### config.mk
export PLATFORM = sky130hd
export DESIGN_NAME = bus_host_arbiter
export DESIGN_NICKNAME = d
export VERILOG_FILES = /design/src/rtl/bus_host_arbiter.sv
export SDC_FILE = /design/constraint.sdc
export NUM_CORES = 1
export LEC_CHECK = 0
export ABC_CLOCK_PERIOD_IN_PS = 3200
export BUFFER_PORTS_ARGS = -buffer_cell sky130_fd_sc_hd__buf_2
export CORE_AREA = 2 2 122 124
export CTS_CLUSTER_SIZE = 14
export DETAILED_ROUTE_END_ITERATION = 12
export DIE_AREA = 0 0 124 126
export MAX_ROUTING_LAYER = met4
export PLACE_DENSITY_LB_ADDON = 0.15
export SLEW_MARGIN = 20
export SYNTH_ARGS = -nofsm -noshare
export SYNTH_HDL_FRONTEND = slang
export SYNTH_SLANG_ARGS = --single-unit
### constraint.sdc
create_clock -name clk_i -period 3.2 [get_ports clk_i]
set_clock_uncertainty 0.2 [all_clocks]
set_input_delay 0 -clock clk_i [delete_from_list [all_inputs] [get_ports clk_i]]
set_output_delay 0 -clock clk_i [all_outputs]
set_load 0.01 [all_outputs]
### src/rtl/bus_host_arbiter.sv
// bus_host_arbiter: round-robin arbiter sharing one device request/response port
// between NrHosts requesters. An in-order FIFO of granted host ids routes each
// device response back to the host that issued the matching request.
module bus_host_arbiter #(
  parameter int unsigned NrHosts        = 2,
  parameter int unsigned DataWidth      = 32,
  parameter int unsigned AddressWidth   = 32,
  parameter int unsigned MaxOutstanding = 4
) (
  input  logic                                      clk_i,
  input  logic                                      rst_ni,
  input  logic [NrHosts-1:0]                        host_req_i,
  output logic [NrHosts-1:0]                        host_gnt_o,
  input  logic [NrHosts-1:0][AddressWidth-1:0]      host_addr_i,
  input  logic [NrHosts-1:0]                        host_we_i,
  input  logic [NrHosts-1:0][DataWidth/8-1:0]       host_be_i,
  input  logic [NrHosts-1:0][DataWidth-1:0]         host_wdata_i,
  output logic [NrHosts-1:0]                        host_rvalid_o,
  output logic [NrHosts-1:0][DataWidth-1:0]         host_rdata_o,
  output logic [NrHosts-1:0]                        host_err_o,
  output logic                                      dev_req_o,
  input  logic                                      dev_gnt_i,
  output logic [AddressWidth-1:0]                   dev_addr_o,
  output logic                                      dev_we_o,
  output logic [DataWidth/8-1:0]                    dev_be_o,
  output logic [DataWidth-1:0]                      dev_wdata_o,
  input  logic                                      dev_rvalid_i,
  input  logic [DataWidth-1:0]                      dev_rdata_i,
  input  logic                                      dev_err_i,
  output logic                                      unexp_rsp_o
);

  localparam int unsigned IdW  = (NrHosts > 1) ? $clog2(NrHosts) : 1;
  localparam int unsigned PtrW = (MaxOutstanding > 1) ? $clog2(MaxOutstanding) : 1;
  localparam int unsigned CntW = $clog2(MaxOutstanding + 1);

  typedef enum logic {
    IDLE,
    LOCKED
  } state_e;

  state_e          state_q;
  logic [IdW-1:0]  rr_ptr_q;
  logic [IdW-1:0]  lock_id_q;
  logic [IdW-1:0]  fifo_q [MaxOutstanding];
  logic [PtrW-1:0] wr_ptr_q;
  logic [PtrW-1:0] rd_ptr_q;
  logic [CntW-1:0] count_q;
  logic            unexp_q;

  logic [IdW-1:0]  winner;
  logic            winner_found;
  int unsigned     cand;
  logic [IdW-1:0]  sel_id;
  logic            fifo_full;
  logic            fifo_empty;
  logic            accept;
  logic            push;
  logic            pop;
  logic [IdW-1:0]  head_id;

  assign fifo_full  = (count_q == CntW'(MaxOutstanding));
  assign fifo_empty = (count_q == '0);
  assign head_id    = fifo_q[rd_ptr_q];

  // Round-robin pick: first requester at index >= rr_ptr, wrapping.
  always_comb begin
    winner       = '0;
    winner_found = 1'b0;
    cand         = 0;
    for (int unsigned i = 0; i < NrHosts; i++) begin
      cand = (32'(rr_ptr_q) + i) % NrHosts;
      if (!winner_found && host_req_i[cand]) begin
        winner_found = 1'b1;
        winner       = IdW'(cand);
      end
    end
  end

  // Request side: pick the active host and drive its fields to the device.
  // dev_req_o is also held low while rst_ni is asserted so nothing is issued
  // during reset even though IDLE would otherwise forward a pending request.
  always_comb begin
    sel_id    = (state_q == LOCKED) ? lock_id_q : winner;
    dev_req_o = 1'b0;
    if (rst_ni) begin
      if (state_q == LOCKED) dev_req_o = host_req_i[lock_id_q];
      else                   dev_req_o = winner_found && !fifo_full;
    end
    dev_addr_o  = host_addr_i[sel_id];
    dev_we_o    = host_we_i[sel_id];
    dev_be_o    = host_be_i[sel_id];
    dev_wdata_o = host_wdata_i[sel_id];
    accept      = dev_req_o && dev_gnt_i;
    push        = accept;
    pop         = dev_rvalid_i && !fifo_empty;
    host_gnt_o  = '0;
    if (accept) host_gnt_o[sel_id] = 1'b1;
  end

  // Response side: route the device response to the FIFO head host only.
  always_comb begin
    host_rvalid_o = '0;
    host_rdata_o  = '0;
    host_err_o    = '0;
    for (int unsigned h = 0; h < NrHosts; h++) begin
      if (pop && head_id == IdW'(h)) begin
        host_rvalid_o[h] = 1'b1;
        host_rdata_o[h]  = dev_rdata_i;
        host_err_o[h]    = dev_err_i;
      end
    end
  end

  assign unexp_rsp_o = unexp_q;

  // Arbitration FSM, round-robin pointer, FIFO pointers/count and unexpected flag.
  always_ff @(posedge clk_i or negedge rst_ni) begin
    if (!rst_ni) begin
      state_q   <= IDLE;
      rr_ptr_q  <= '0;
      lock_id_q <= '0;
      wr_ptr_q  <= '0;
      rd_ptr_q  <= '0;
      count_q   <= '0;
      unexp_q   <= 1'b0;
    end else begin
      unexp_q <= dev_rvalid_i && fifo_empty;

      case (state_q)
        IDLE: begin
          if (dev_req_o && !dev_gnt_i) begin
            state_q   <= LOCKED;
            lock_id_q <= winner;
          end
        end
        LOCKED: begin
          if (!host_req_i[lock_id_q] || dev_gnt_i) state_q <= IDLE;
        end
        default: state_q <= IDLE;
      endcase

      if (accept) begin
        rr_ptr_q <= (sel_id == IdW'(NrHosts - 1)) ? '0 : sel_id + 1'b1;
      end

      if (push) begin
        wr_ptr_q <= (wr_ptr_q == PtrW'(MaxOutstanding - 1)) ? '0 : wr_ptr_q + 1'b1;
      end
      if (pop) begin
        rd_ptr_q <= (rd_ptr_q == PtrW'(MaxOutstanding - 1)) ? '0 : rd_ptr_q + 1'b1;
      end

      case ({push, pop})
        2'b10:   count_q <= count_q + 1'b1;
        2'b01:   count_q <= count_q - 1'b1;
        default: count_q <= count_q;
      endcase
    end
  end

  // Outstanding-id storage; contents are only meaningful while count_q > 0.
  always_ff @(posedge clk_i) begin
    if (push) fifo_q[wr_ptr_q] <= sel_id;
  end

  // The locked host must keep its request up until the device grants it.
  a_no_retract : assert property (
    @(posedge clk_i) disable iff (!rst_ni)
    (state_q == LOCKED) |-> host_req_i[lock_id_q]
  );

endmodule

; Yosys cells after proc, flatten, opt, wreduce, memory -nomap -nowiden
; Memory sizes are Yosys's and may differ from the RTL's.
; Index checks and enable logic that the tools add are counted.
[word_totals]
output_inout_bits = 141
in_bits = 177
ram_bits = 4
elab_cells = 83
memories = 1
register_bits = 11
[mem_list]
columns = name, depth, word_bits, read_ports, rd_ports_with_merged_regs, wr, line_no
row1 = fifo_q, 4, 1, 1, 0, 1, 45  ; logic [IdW-1:0] fifo_q [MaxOutstanding];
[classes]
muxes = 39
bitwise_logic = 2
n_addsub = 6
magnitude_cmp = 5
reduce_logical = 18
n_eq_ne = 5
[ops]
columns = cell, count
row1 = two-way mux 32 bit, 6
row2 = two-way mux 1 bit, 25
row3 = logical AND 1 bit, 9
row4 = "less-than comparator 1 x 2 -> 1 bit, second input constant", 4
row5 = two-way mux 4 bit, 2
row6 = "== test 2 bit, second input constant", 3
row7 = two-way mux 2 bit, 3
row8 = one-hot mux 3 bit (2 select lines), 1
row9 = zero test 1 bit, 5
row10 = "adder 2 x 1 -> 2 bit, second input constant", 2
row11 = "adder 3 x 1 -> 3 bit, second input constant", 1
row12 = "== test 3 bit, second input constant", 1
row13 = zero test 3 bit, 1
row14 = "subtractor 3 x 1 -> 3 bit, second input constant", 1
row15 = "adder 1 bit, second input constant", 2
row16 = "== test 2 x 1 -> 1 bit, second input constant", 1
row17 = NOT 1 bit, 2
row18 = one-hot mux 1 bit (2 select lines), 1
row19 = AND reduction 2 bit, 1
row20 = nonzero test 2 bit, 1
row21 = demux 1 bit (select 1 bit), 1
row22 = ">= comparator 1 bit, second input constant", 1
row23 = logical OR 1 bit, 1

; Longest topological paths before layout
[depth]
depth_word = 12
depth_mapped = 10
mapped_depth_nobuf = 9

; Worst setup path before layout
; Ideal clock, no wire load.
[synth_timing]
path_type = register to register
start = register count_q[0]
end = register count_q[2]
stages_incl_launch_ff = 10
arrival_ps = 1982
n_path_buf = 0
t_required_ps = 2921
setup_ps = 79
synth_period_minus_slack_ps = 2261
slack_ps = 939
path_cell_list = dfrtp_1 nor3b_1 o32a_1 nand2b_1 ha_1 inv_1 fa_1 xor2_1 nor2_1 xor2_1
[synth_between]
elab_chain_len = 8
word_cells_on_any_way = 15
cone_classes = add/sub: 2 / eq/ne: 3 / mux: 3 / reduce/logical: 7
[synth_lines]
columns = item, line_no
row1 = start: declaration, 48  ; logic [CntW-1:0] count_q;
row2 = start signal: assignment, 155  ; 2'b10: count_q <= count_q + 1'b1;
row3 = start signal: assignment, 156  ; 2'b01: count_q <= count_q - 1'b1;
row4 = start signal: assignment, 157  ; default: count_q <= count_q;
row5 = == test 3 bit, 62  ; assign fifo_full = (count_q == CntW'(MaxOutstanding));
row6 = zero test 1 bit, 88  ; else dev_req_o = winner_found && !fifo_full;
row7 = logical AND 1 bit, 88
row8 = two-way mux 1 bit, 87  ; if (state_q == LOCKED) dev_req_o = host_req_i[lock_id_q];
row9 = two-way mux 1 bit, 86  ; if (rst_ni) begin
row10 = logical AND 1 bit, 94  ; accept = dev_req_o && dev_gnt_i;
row11 = == test 2 x 1 -> 1 bit or == test 2 bit (tied branches), 154  ; case ({push, pop})
row12 = one-hot mux 3 bit (2 select lines) or nonzero test 2 bit (tied branches), --
; Parallel ways exist; a longest one is shown, timed or not.
; A chain may end at the register's enable or synchronous reset.

; Worst setup path after layout
; Same ends and word-level chain as after synthesis.

==> run metrics <==
Worst Tran Pin Value 0.565 ns; DR vias/cell 4.07; final hold violation count 0; clock transition at the registers of the reported paths 0.05 ns; most frequent cells after synthesis and3_1 (66), mux2_4 (40), mux2_2 (22); min-delay src host_req_i[0]; CP startpoint kind register; Worst R2R Start count_q[0]; Pwr per Cell Area 526 nW/um2; WP depth 9; Synth Register Bits 15; buffer count from post-CTS setup fixing 0; Mapped Nets 419; Synth area leaders mux2_4 (26%), and3_1 (18%), dfrtp_1 (12%); cell taking the most area after synthesis mux2_4; GRT overflow 0; total number of vias 2,980; worst reg-to-reg path cell count 9; CTS root buf clkbuf_16; DP HPWL 9420 um; CTS tree built; Clock Latency Late Sink 0.24 ns; number of max-cap violations 0; Yosys cell types 35; cts repair resizes 0; initial drt markers 173; Required @ worst endpoint 3.17 ns; RSZ-0062 raised after global routing no; Post-synth EDFFs 4; share of cells above drive strength 1 71.9%; htree depth 1; number of global-route vias before repair 2,752; min-delay worst type in2reg; Final Cycle Share 80.3%; Syn Std Cell Area 2350 um2; Sink Count 15; Initial DRT Pass Iterations 4; hold buffers post-CTS 6; Post-route DRC 0; Syn. warnings 0; hold depth 4; Synth top area share 25.5%; Primary FF master, synth dfrtp_1; num ports 318; Cell Area, Placed 4080 um2; IR drop worst, VDD 0.000291 V; CP max stage cell nor3b_1; reg2reg setup slack 0.63 ns; RD Place Congestion 0.852; slew margin rel. 62.2%; antenna violations before repair 4; largest net degree at the start of global routing 77; peak fanout along the critical path 4; Static Leakage 2.60 nW; Core ar. 14,300 um2; critical path, cell by cell nor3b_1 -> o32a_1 -> nand2b_1 -> ha_1 -> inv_1 -> fa_1 -> xor2_1 -> nor2_1 -> xor2_1; CTS Buffer Depth 2; Worst Path Arrival 2.54 ns; Detailed Route WL 11,000 um; CP Buf/Inv Count 1; min Tclk post-route 2.57 ns; Max stage delay on crit path 0.44 ns; Max Clk Rate 0.389 GHz; synthesized netlist cell count 235; routed len/inst 15.0 um; Slew Limit Fails 0; All-Layer GR Usage 12.8%; final instance area 4230 um2; Post-layout nets 730; Std-Cell Rows 44; Die Width 124 um; Hold EP wr_ptr_q[1]; leading cell type by number of instances after synthesis and3_1; Crit path top cell by count xor2_1; final setup vio count 0; Starting Density 16.4%; Port Buf Inserts 317; antenna viol nets, final 0; first-pass GRT wire length 15,300 um; Die Y 126 um; ys async rst share 73.3%; RR Endpoint count_q[2]; Worst setup EP type register; status finished, final reports clean; CTS Buf Count 3; synthesis-to-layout area growth 79.9%; CP top delay family simple AND/OR/NAND/NOR gates; Syn Area/Cell 10.0 um2; Crit Path Category reg2reg; fillers 1,584; DIE AREA 15,600 um2; final setup TNS 0 ns; register area share after synthesis 16.8%
[placed cells by master (no fill, tap or decap), drive strengths merged]
| master | count |
|---|---|
| xor2 | 2 |
| xnor2 | 1 |
| nor3b | 6 |
| a21oi | 1 |
| or3 | 2 |
| o32ai | 1 |
| o32a | 1 |
| ha | 6 |
| o22ai | 2 |
| edfxtp | 4 |
| dfrtp | 11 |
| mux2i | 5 |
| nor2 | 5 |
| nor4 | 1 |
| mux2 | 72 |
| inv | 8 |
| clkinv | 2 |
| nand2b | 4 |
| o41ai | 2 |
| diode | 4 |
| dlygate4sd3 | 6 |
| fa | 1 |
| and2 | 1 |
| clkbuf | 3 |
| o31ai | 1 |
| and3 | 66 |
| and2b | 1 |
| buf | 321 |
| nand3 | 1 |
| nor3 | 2 |
| o21ai | 3 |
| nand2 | 3 |
[routing by layer]
layer	track usage [%]	vias to the layer above	routed length [um]
met2	22.5	94	5860
met4	1.39	0	79
met1	15.5	1388	4370
met3	2.72	8	720
met5	-	-	0
li1	-	1490	-
[worst max path at each step]
stage | to | slack [ns] | startpoint
finish | count_q[2] | 0.63 | count_q[0]
global route | count_q[2] | 0.50 | count_q[1]
CTS | count_q[2] | 0.62 | count_q[0]
detailed placement | count_q[2] | 0.63 | count_q[0]
global placement | count_q[2] | 0.75 | count_q[0]
floorplan | count_q[2] | 0.94 | count_q[0]
[state kept, by name, summed over array words and instances, names as in the netlist]
name         cells
fifo_q           4
count_q          3
rd_ptr_q         2
wr_ptr_q         2
lock_id_q        1
rr_ptr_q         1
state_q          1
unexp_rsp_o      1
[power by group]
part,total [mW],internal [mW],leakage [nW],switching [mW]
clock network,0.242,0.167,0.0409,0.0749
logic,1.65,0.811,2.39,0.837
registers,0.336,0.269,0.172,0.0669
[worst reg2reg max path, stage by stage, from the launching register on]
cell and delay [ns]:
dfrtp_1 0.41, nor3b_1 0.44, o32a_1 0.27, nand2b_1 0.12, ha_1 0.18, inv_1 0.06, fa_1 0.37, xor2_1 0.16
nor2_1 0.14, xor2_1 0.16
[stage by stage]
stage | power (mW) | hold slack (ns) | setup slack, ns | instances | utilization [%]
2_1_floorplan | 1.41 | -0.496 | 0.939 | 235 | -
3_3_place_gp | 1.98 | -0.292 | 0.747 | 719 | 28.5
3_5_place_dp | 1.99 | -0.284 | 0.627 | 719 | 28.5
4_1_cts | 2.26 | 0.0715 | 0.624 | 729 | 29.5
5_1_grt | 2.41 | 0.103 | 0.501 | 733 | 29.6
6_report | 2.23 | 0.0785 | 0.631 | 733 | 29.6
[cell families (layout without fill, tap and decap cells)]
logic type	count (synthesis)	in the layout	synth area share (%)
and+or+nand+nor	92	92	24.1
muxes	77	77	43.0
buffers and inverters	30	340	7.12
DFF	15	15	16.8
AOI/OAI and AO/OA	11	11	3.83
adders and majority gates	7	7	4.04
xor gates and xnor gates	3	3	1.12
other	0	4	0
[area by class of cell]
type,instances,area (um2),area share [%]
tap,184,230,5.44
clock inverter,1,5.00,0.118
multi-input combinational,190,1790,42.4
timing repair buffer,327,1690,39.9
antenna,4,10.0,0.236
clock buffer,3,75.1,1.77
inverter,9,33.8,0.798
sequential,15,395,9.34
Note: power is estimated with default switching activity, not from simulation.
